===== src/rtl/uart_ctrl_pkg.sv =====
// Shared types and constants for the UART block sender.
// The optional frame mode is enabled by defining UART_SENDER_FRAME_EN.
package uart_ctrl_pkg;

  localparam int BYTE_W = 8;
  localparam logic [BYTE_W-1:0] SYNC_BYTE = 8'hA5;

  typedef enum logic [1:0] {
    IDLE,
    SEND,
    GAP
  } state_t;

endpackage


===== src/rtl/rr_arb2.sv =====
// Two-way round-robin arbiter. A lone requester always wins; the pointer
// moves to the losing side only when both requesters competed.
module rr_arb2 (
  input  logic       clk,
  input  logic       rst,
  input  logic [1:0] valid,
  input  logic       accept,
  output logic [1:0] grant
);

  // Pointer value names the favoured requester.
  logic ptr;

  always_comb begin
    // NOTE: default assignment first so no path leaves grant unassigned (no latch).
    grant = valid;
    if (valid == 2'b11) grant = ptr ? 2'b10 : 2'b01;
  end

  always_ff @(posedge clk or posedge rst) begin
    if (rst)                             ptr <= 1'b0;
    else if (accept && valid == 2'b11)   ptr <= grant[0];
  end

endmodule


===== src/rtl/uart_block_sender.sv =====
// Shares one byte-wide UART transmitter between two word producers,
// sending each granted word MSB byte first. Define UART_SENDER_FRAME_EN
// to wrap every block as SYNC, payload, XOR checksum.
module uart_block_sender
  import uart_ctrl_pkg::*;
#(
  parameter int DATA_BYTES = 16
) (
  input  logic                    sys_clk,
  input  logic                    sys_rst,
  input  logic                    req0_valid,
  input  logic [8*DATA_BYTES-1:0] req0_data,
  output logic                    req0_ready,
  input  logic                    req1_valid,
  input  logic [8*DATA_BYTES-1:0] req1_data,
  output logic                    req1_ready,
  output logic                    tx_en,
  output logic [7:0]              tx_data,
  input  logic                    tx_done,
  output logic                    busy,
  output logic                    grant,
  output logic                    blk_done
);

  localparam int WORD_W = BYTE_W * DATA_BYTES;
  localparam int CNT_W  = $clog2(DATA_BYTES + 2);
`ifdef UART_SENDER_FRAME_EN
  localparam logic [CNT_W-1:0] CNT_LOAD = CNT_W'(DATA_BYTES + 1);
`else
  localparam logic [CNT_W-1:0] CNT_LOAD = CNT_W'(DATA_BYTES - 1);
`endif

  state_t              state;
  logic [WORD_W-1:0]   shift;
  logic [CNT_W-1:0]    cnt;
  logic [1:0]          arb_grant;
  logic                accept;
  logic [WORD_W-1:0]   word_in;
  logic [WORD_W-1:0]   shift_adv;
  logic [BYTE_W-1:0]   next_byte;
  logic [BYTE_W-1:0]   first_byte;

  assign accept  = (state == IDLE) && (req0_valid || req1_valid);
  assign word_in = arb_grant[1] ? req1_data : req0_data;

  rr_arb2 u_arb (
    .clk    (sys_clk),
    .rst    (sys_rst),
    .valid  ({req1_valid, req0_valid}),
    .accept (accept),
    .grant  (arb_grant)
  );

`ifdef UART_SENDER_FRAME_EN
  logic [BYTE_W-1:0] chk;
  logic              sent_payload;

  // The byte on the wire is payload unless it is SYNC (cnt at load) or CHK (cnt zero).
  assign sent_payload = (cnt != '0) && (cnt != CNT_LOAD);
  assign shift_adv    = sent_payload ? (shift << BYTE_W) : shift;
  assign next_byte    = (cnt == CNT_W'(1)) ? chk : shift_adv[WORD_W-1 -: BYTE_W];
  assign first_byte   = SYNC_BYTE;
`else
  assign shift_adv    = shift << BYTE_W;
  assign next_byte    = shift_adv[WORD_W-1 -: BYTE_W];
  assign first_byte   = word_in[WORD_W-1 -: BYTE_W];
`endif

  // NOTE: sequential state uses non-blocking assignments only; every register,
  // including the word shift register, returns to a known value on reset.
  always_ff @(posedge sys_clk or posedge sys_rst) begin
    if (sys_rst) begin
      state      <= IDLE;
      shift      <= '0;
      cnt        <= '0;
      req0_ready <= 1'b0;
      req1_ready <= 1'b0;
      tx_en      <= 1'b0;
      tx_data    <= '0;
      busy       <= 1'b0;
      grant      <= 1'b0;
      blk_done   <= 1'b0;
`ifdef UART_SENDER_FRAME_EN
      chk        <= '0;
`endif
    end else begin
      req0_ready <= 1'b0;
      req1_ready <= 1'b0;
      blk_done   <= 1'b0;
      case (state)
        IDLE: begin
          if (accept) begin
            shift      <= word_in;
            cnt        <= CNT_LOAD;
            req0_ready <= arb_grant[0];
            req1_ready <= arb_grant[1];
            grant      <= arb_grant[1];
            tx_data    <= first_byte;
            tx_en      <= 1'b1;
            busy       <= 1'b1;
            state      <= SEND;
`ifdef UART_SENDER_FRAME_EN
            chk        <= '0;
`endif
          end
        end
        SEND: begin
          if (tx_done) begin
            tx_en <= 1'b0;
            state <= GAP;
`ifdef UART_SENDER_FRAME_EN
            if (sent_payload) chk <= chk ^ tx_data;
`endif
          end
        end
        GAP: begin
          // The UART releases send_ok only while enable is low.
          if (!tx_done) begin
            if (cnt == '0) begin
              blk_done <= 1'b1;
              busy     <= 1'b0;
              state    <= IDLE;
            end else begin
              shift    <= shift_adv;
              cnt      <= cnt - CNT_W'(1);
              tx_data  <= next_byte;
              tx_en    <= 1'b1;
              state    <= SEND;
            end
          end
        end
        default: state <= IDLE;
      endcase
    end
  end

endmodule

===== config.mk =====
export PLATFORM = sky130hd
export DESIGN_NAME = uart_block_sender
export DESIGN_NICKNAME = d
export VERILOG_FILES = /design/src/rtl/uart_ctrl_pkg.sv /design/src/rtl/rr_arb2.sv /design/src/rtl/uart_block_sender.sv
export SDC_FILE = /design/constraint.sdc
export NUM_CORES = 1
export LEC_CHECK = 0
export ABC_AREA = 1
export ABC_CLOCK_PERIOD_IN_PS = 5400
export CAP_MARGIN = 10
export CORE_ASPECT_RATIO = 2
export CORE_MARGIN = 2
export CORE_UTILIZATION = 58
export DETAILED_ROUTE_END_ITERATION = 16
export DONT_BUFFER_PORTS = 1
export GPL_ROUTABILITY_DRIVEN = 0
export GPL_TIMING_DRIVEN = 0
export PLACE_DENSITY = 0.76
export SLEW_MARGIN = 0
export SYNTH_ARGS = -nofsm -noshare
export SYNTH_HDL_FRONTEND = slang
export SYNTH_SLANG_ARGS = --single-unit

===== constraint.sdc =====
create_clock -name sys_clk -period 5.4 [get_ports sys_clk]
set_input_delay 1.62 -clock sys_clk [delete_from_list [all_inputs] [get_ports sys_clk]]
set_output_delay 1.62 -clock sys_clk [all_outputs]
set_load 0.005 [all_outputs]

==> run summary <==
The run finished with clean final reports. The run gives 14,600 µm as the detailed route wirelength on metal2. The tools report the post-DP HPWL as 20,700 µm.

The worst hold path belongs to the class reg -> reg. After floorplanning, the core was sized to cover 0.0158 mm². The highest achievable clock rate was 362 MHz; the area growth from synthesis to layout was 9.49%.

The run gives 0.00580 W as the power consumption. Critical path endpoint category: a flop. The clock drives 142 sinks. The combinational share of power is 46.1%. After detailed routing, the number of remaining DRC violations is 0. Subtracting the final worst setup slack from the clock period gives 2.76 ns. After synthesis, the mean cell area works out to 5.94 µm². The die is 184 µm tall. After clock tree synthesis, the setup repair step added 0 buffers. For the initial antenna violation count, the log shows 0. Setup repair after global routing left no endpoint under its margin.

The tools report the count of endpoints failing setup in the final report as 0. Counting flops with an async set or reset pin after synthesis yields a share of 100%. On the worst path, the slowest cell contributes a delay of 0.40 ns. Total count of hold-check failures in the final report: 0. The largest individual stage delay along the critical path comes from the cell sky130_fd_sc_hd__clkbuf_1. Total number of yosys warnings: 0. The run gives 1,577 as the number of standard cells after synthesis. TritonCTS built the clock tree. The run gives 1,861 as the net total in the final layout.

The maximum number of pins on one net before global-route repair is 42. The switching component of the power came out at 0.00263 W. The logs give 0 for the number of max-slew violations in the final report and 41,900 µm for the global-route wire length before repair. The tools report the number of H-tree levels as 4.

STA classifies the critical path startpoint as an input port. Uppermost metal layer occupied by signal nets: met4. The highest net fanout along the worst path was 10; the number of placed I/O pins was 275.

In this run the core area contains 65 standard-cell rows. The portion of the clock cycle consumed by the worst path in the final layout was 51.2%; the leakage power of the design was 6.42 nW. The sequential area share after synthesis came out at 38.0%.

The run gives 2 as the number of buffers on the longest clock path. Before antenna repair, the detailed router went through 4 iterations. The most common cell in the synthesized netlist was sky130_fd_sc_hd__nand2_1. The via count of the first global-routing pass was 8,950; the horizontal extent of the die was 93.8 µm. The number of distinct library cells after synthesis is 20, and the starting DRC count in detailed routing is 468.

The tools report the effective utilization at floorplan as 59.3%. Dividing the detail-routed wire length by the instance count gives 14.8 µm. The worst-case clock skew is 0.00970 ns.

The number of max-cap violations is 0. For the clock latency on the worst-skew pair, the log shows 0.43 ns. The quantity of I/O buffers inserted on ports was 0; the total vias in the final route was 9,361.

The run gives 31.1% as the global routing usage summed across all routing layers. By count the netlist is led by 792 x sky130_fd_sc_hd__nand2_1, 259 x sky130_fd_sc_hd__inv_1, 247 x sky130_fd_sc_hd__nand3_1. At the worst endpoint, the required time is 5.72 ns. After clock tree synthesis, the repair step resized 0 gates. The synthesized design contains 0 enable-type register cells. The count of state elements after synthesis was 142.

After global routing the overflow that remains totals 0. After clock tree synthesis, the clock-pin slew on the worst setup and hold paths is 0.07 ns. The biggest area consumer among synthesized cells is sky130_fd_sc_hd__dfrtp_1. Sorting the synthesized cells by area gives the leading types as sky130_fd_sc_hd__dfrtp_1 38%, sky130_fd_sc_hd__nand2_1 32%, sky130_fd_sc_hd__nand3_1 13%.

The detailed router put a total of 9830 µm of wire on met1. The logs give 1200 µm for the amount of wire on met3 after detailed routing and 3.36 ns for the register-to-register setup slack. The CTS buffer count came out at 17. The cell that appears most often on the critical path is sky130_fd_sc_hd__nand2_1. The tools report the relative slew slack as 46.5%. The critical path is of the in -> reg type. The via density per instance was 5.16.

For the pin with the worst max-slew slack, the measured transition is 0.801 ns. For the part of the power in the clock network, the log shows 19.8%. The worst-case IR drop observed on VDD is 307 µV. The total power divided by cell area was 566 mW/mm².

In this run, flip-flops and latches consume 34.1% of the power. Cells with a size suffix above 1 make up 5.09% of the layout. Traced cell by cell, the critical path runs through inv_1 -> nand2_1 -> buf_2 -> clkbuf_1 -> nand3_1 -> nand3_1 -> nand2_1 -> nand2_1 -> nand2_1. Clock root buffer master: sky130_fd_sc_hd__clkbuf_16.

In this run the cell area of the synthesized design comes to 0.00936 mm². The die outline area came out at 0.0172 mm². The share of synthesized area in the top cell type comes to 38.0%.

For the number of inserted diodes, the log shows 0. For this run, the leading register cell type out of synthesis is sky130_fd_sc_hd__dfrtp_1. The final total negative setup slack is 0 ns, and the filler-free cell count of the finished design is 1,813.

The design internal power is 0.00317 W, and the total detailed-routing wirelength is 26,800 µm. Net switching is 45.4% of the power. When the netlist entered floorplanning its net count stood at 1,839.

The logs give 3.08 ns for the data arrival time of the critical path and 0 for the residual antenna-violating net count after detailed routing. The number of hold buffers added after CTS was 0. In this run, placement finished with an instance count of 1,781.
state kept, by name, indices dropped and copies added, names as in the netlist:
| signal | cells |
|---|---|
| shift | 120 |
| busy | 1 |
| tx_data | 8 |
| tx_en | 1 |
| req0_ready | 1 |
| req1_ready | 1 |
| u_arb.ptr | 1 |
| cnt | 5 |
| blk_done | 1 |
| grant | 1 |
| state | 2 |
per-stage QoR:
stage	hold WS [ns]	worst slack, ns	cell area (µm²)	util [%]
final	0.477	2.64	10300	65.0
after global routing	0.493	2.48	10300	65.0
after CTS	0.478	2.66	10300	65.0
after floorplan	0.442	2.00	9370	-
after detailed placement	0.463	2.21	9680	61.3
after global placement	0.458	1.20	9620	61.0
area by class of cell:
class,instances,area (µm²)
fill,1575,5530
multi-input combinational,1078,4400
sequential,142,3550
inverter,261,983
clock buffer,19,443
buffer,96,434
tap,201,251
clock inverter,13,130
timing repair buffer,3,60.1
layer usage:
metal | GRT usage, % | vias to the layer above
met5 | 0 | -
met4 | 14.8 | 0
met3 | 4.67 | 65
met2 | 59.4 | 330
met1 | 32.1 | 4254
li1 | - | 4712
cells by family (layout without fill, tap and decap cells):
family / after synthesis / count (layout) / synth area share [%]
AOI/OAI and AO/OA: 8 / 8 / 0.454
adders and majority gates: 1 / 1 / 0.134
buffers and inverters: 357 / 392 / 15.1
DFF: 142 / 142 / 38.0
and+or+nand+nor: 1069 / 1069 / 46.4
power by group through the flow:
stage,clock [W],sequential (W),combinational [W]
floorplan,0,0.00187,0.00203
global placement,0,0.00196,0.00259
detailed placement,0,0.00198,0.00266
CTS,0.00115,0.00197,0.00268
global route,0.00120,0.00203,0.00306
finish,0.00115,0.00198,0.00267
placed cells by master, fill, tap and decap left out, types with 2 or more instances in the layout:
cell type	instances
sky130_fd_sc_hd__inv_2	2
sky130_fd_sc_hd__buf_1	10
sky130_fd_sc_hd__nand2_1	792
sky130_fd_sc_hd__nand3_1	247
sky130_fd_sc_hd__dfrtp_1	142
sky130_fd_sc_hd__buf_4	9
sky130_fd_sc_hd__clkbuf_1	46
sky130_fd_sc_hd__inv_6	4
sky130_fd_sc_hd__buf_12	3
sky130_fd_sc_hd__buf_2	32
sky130_fd_sc_hd__inv_1	258
sky130_fd_sc_hd__o21ai_0	6
sky130_fd_sc_hd__clkinvlp_4	7
sky130_fd_sc_hd__nor2_1	24
sky130_fd_sc_hd__clkbuf_16	17
worst max-delay path, delay by kind of cell:
kind	cells	cell delay, ns
buffers and inverters	3	0.80
and+or+nand+nor	6	0.66
worst paths after layout:
kind | end | start | cells after the start
max | shift[25] | req0_valid | 9
min | shift[3] | shift[3] | 2
max reg2reg | shift[25] | state[1] | 9
min reg2reg | shift[3] | shift[3] | 2
max in group asynchronous | shift[44] | sys_rst | 3
min in group asynchronous | req0_ready | sys_rst | 1
(Power assumes the default switching activity.)
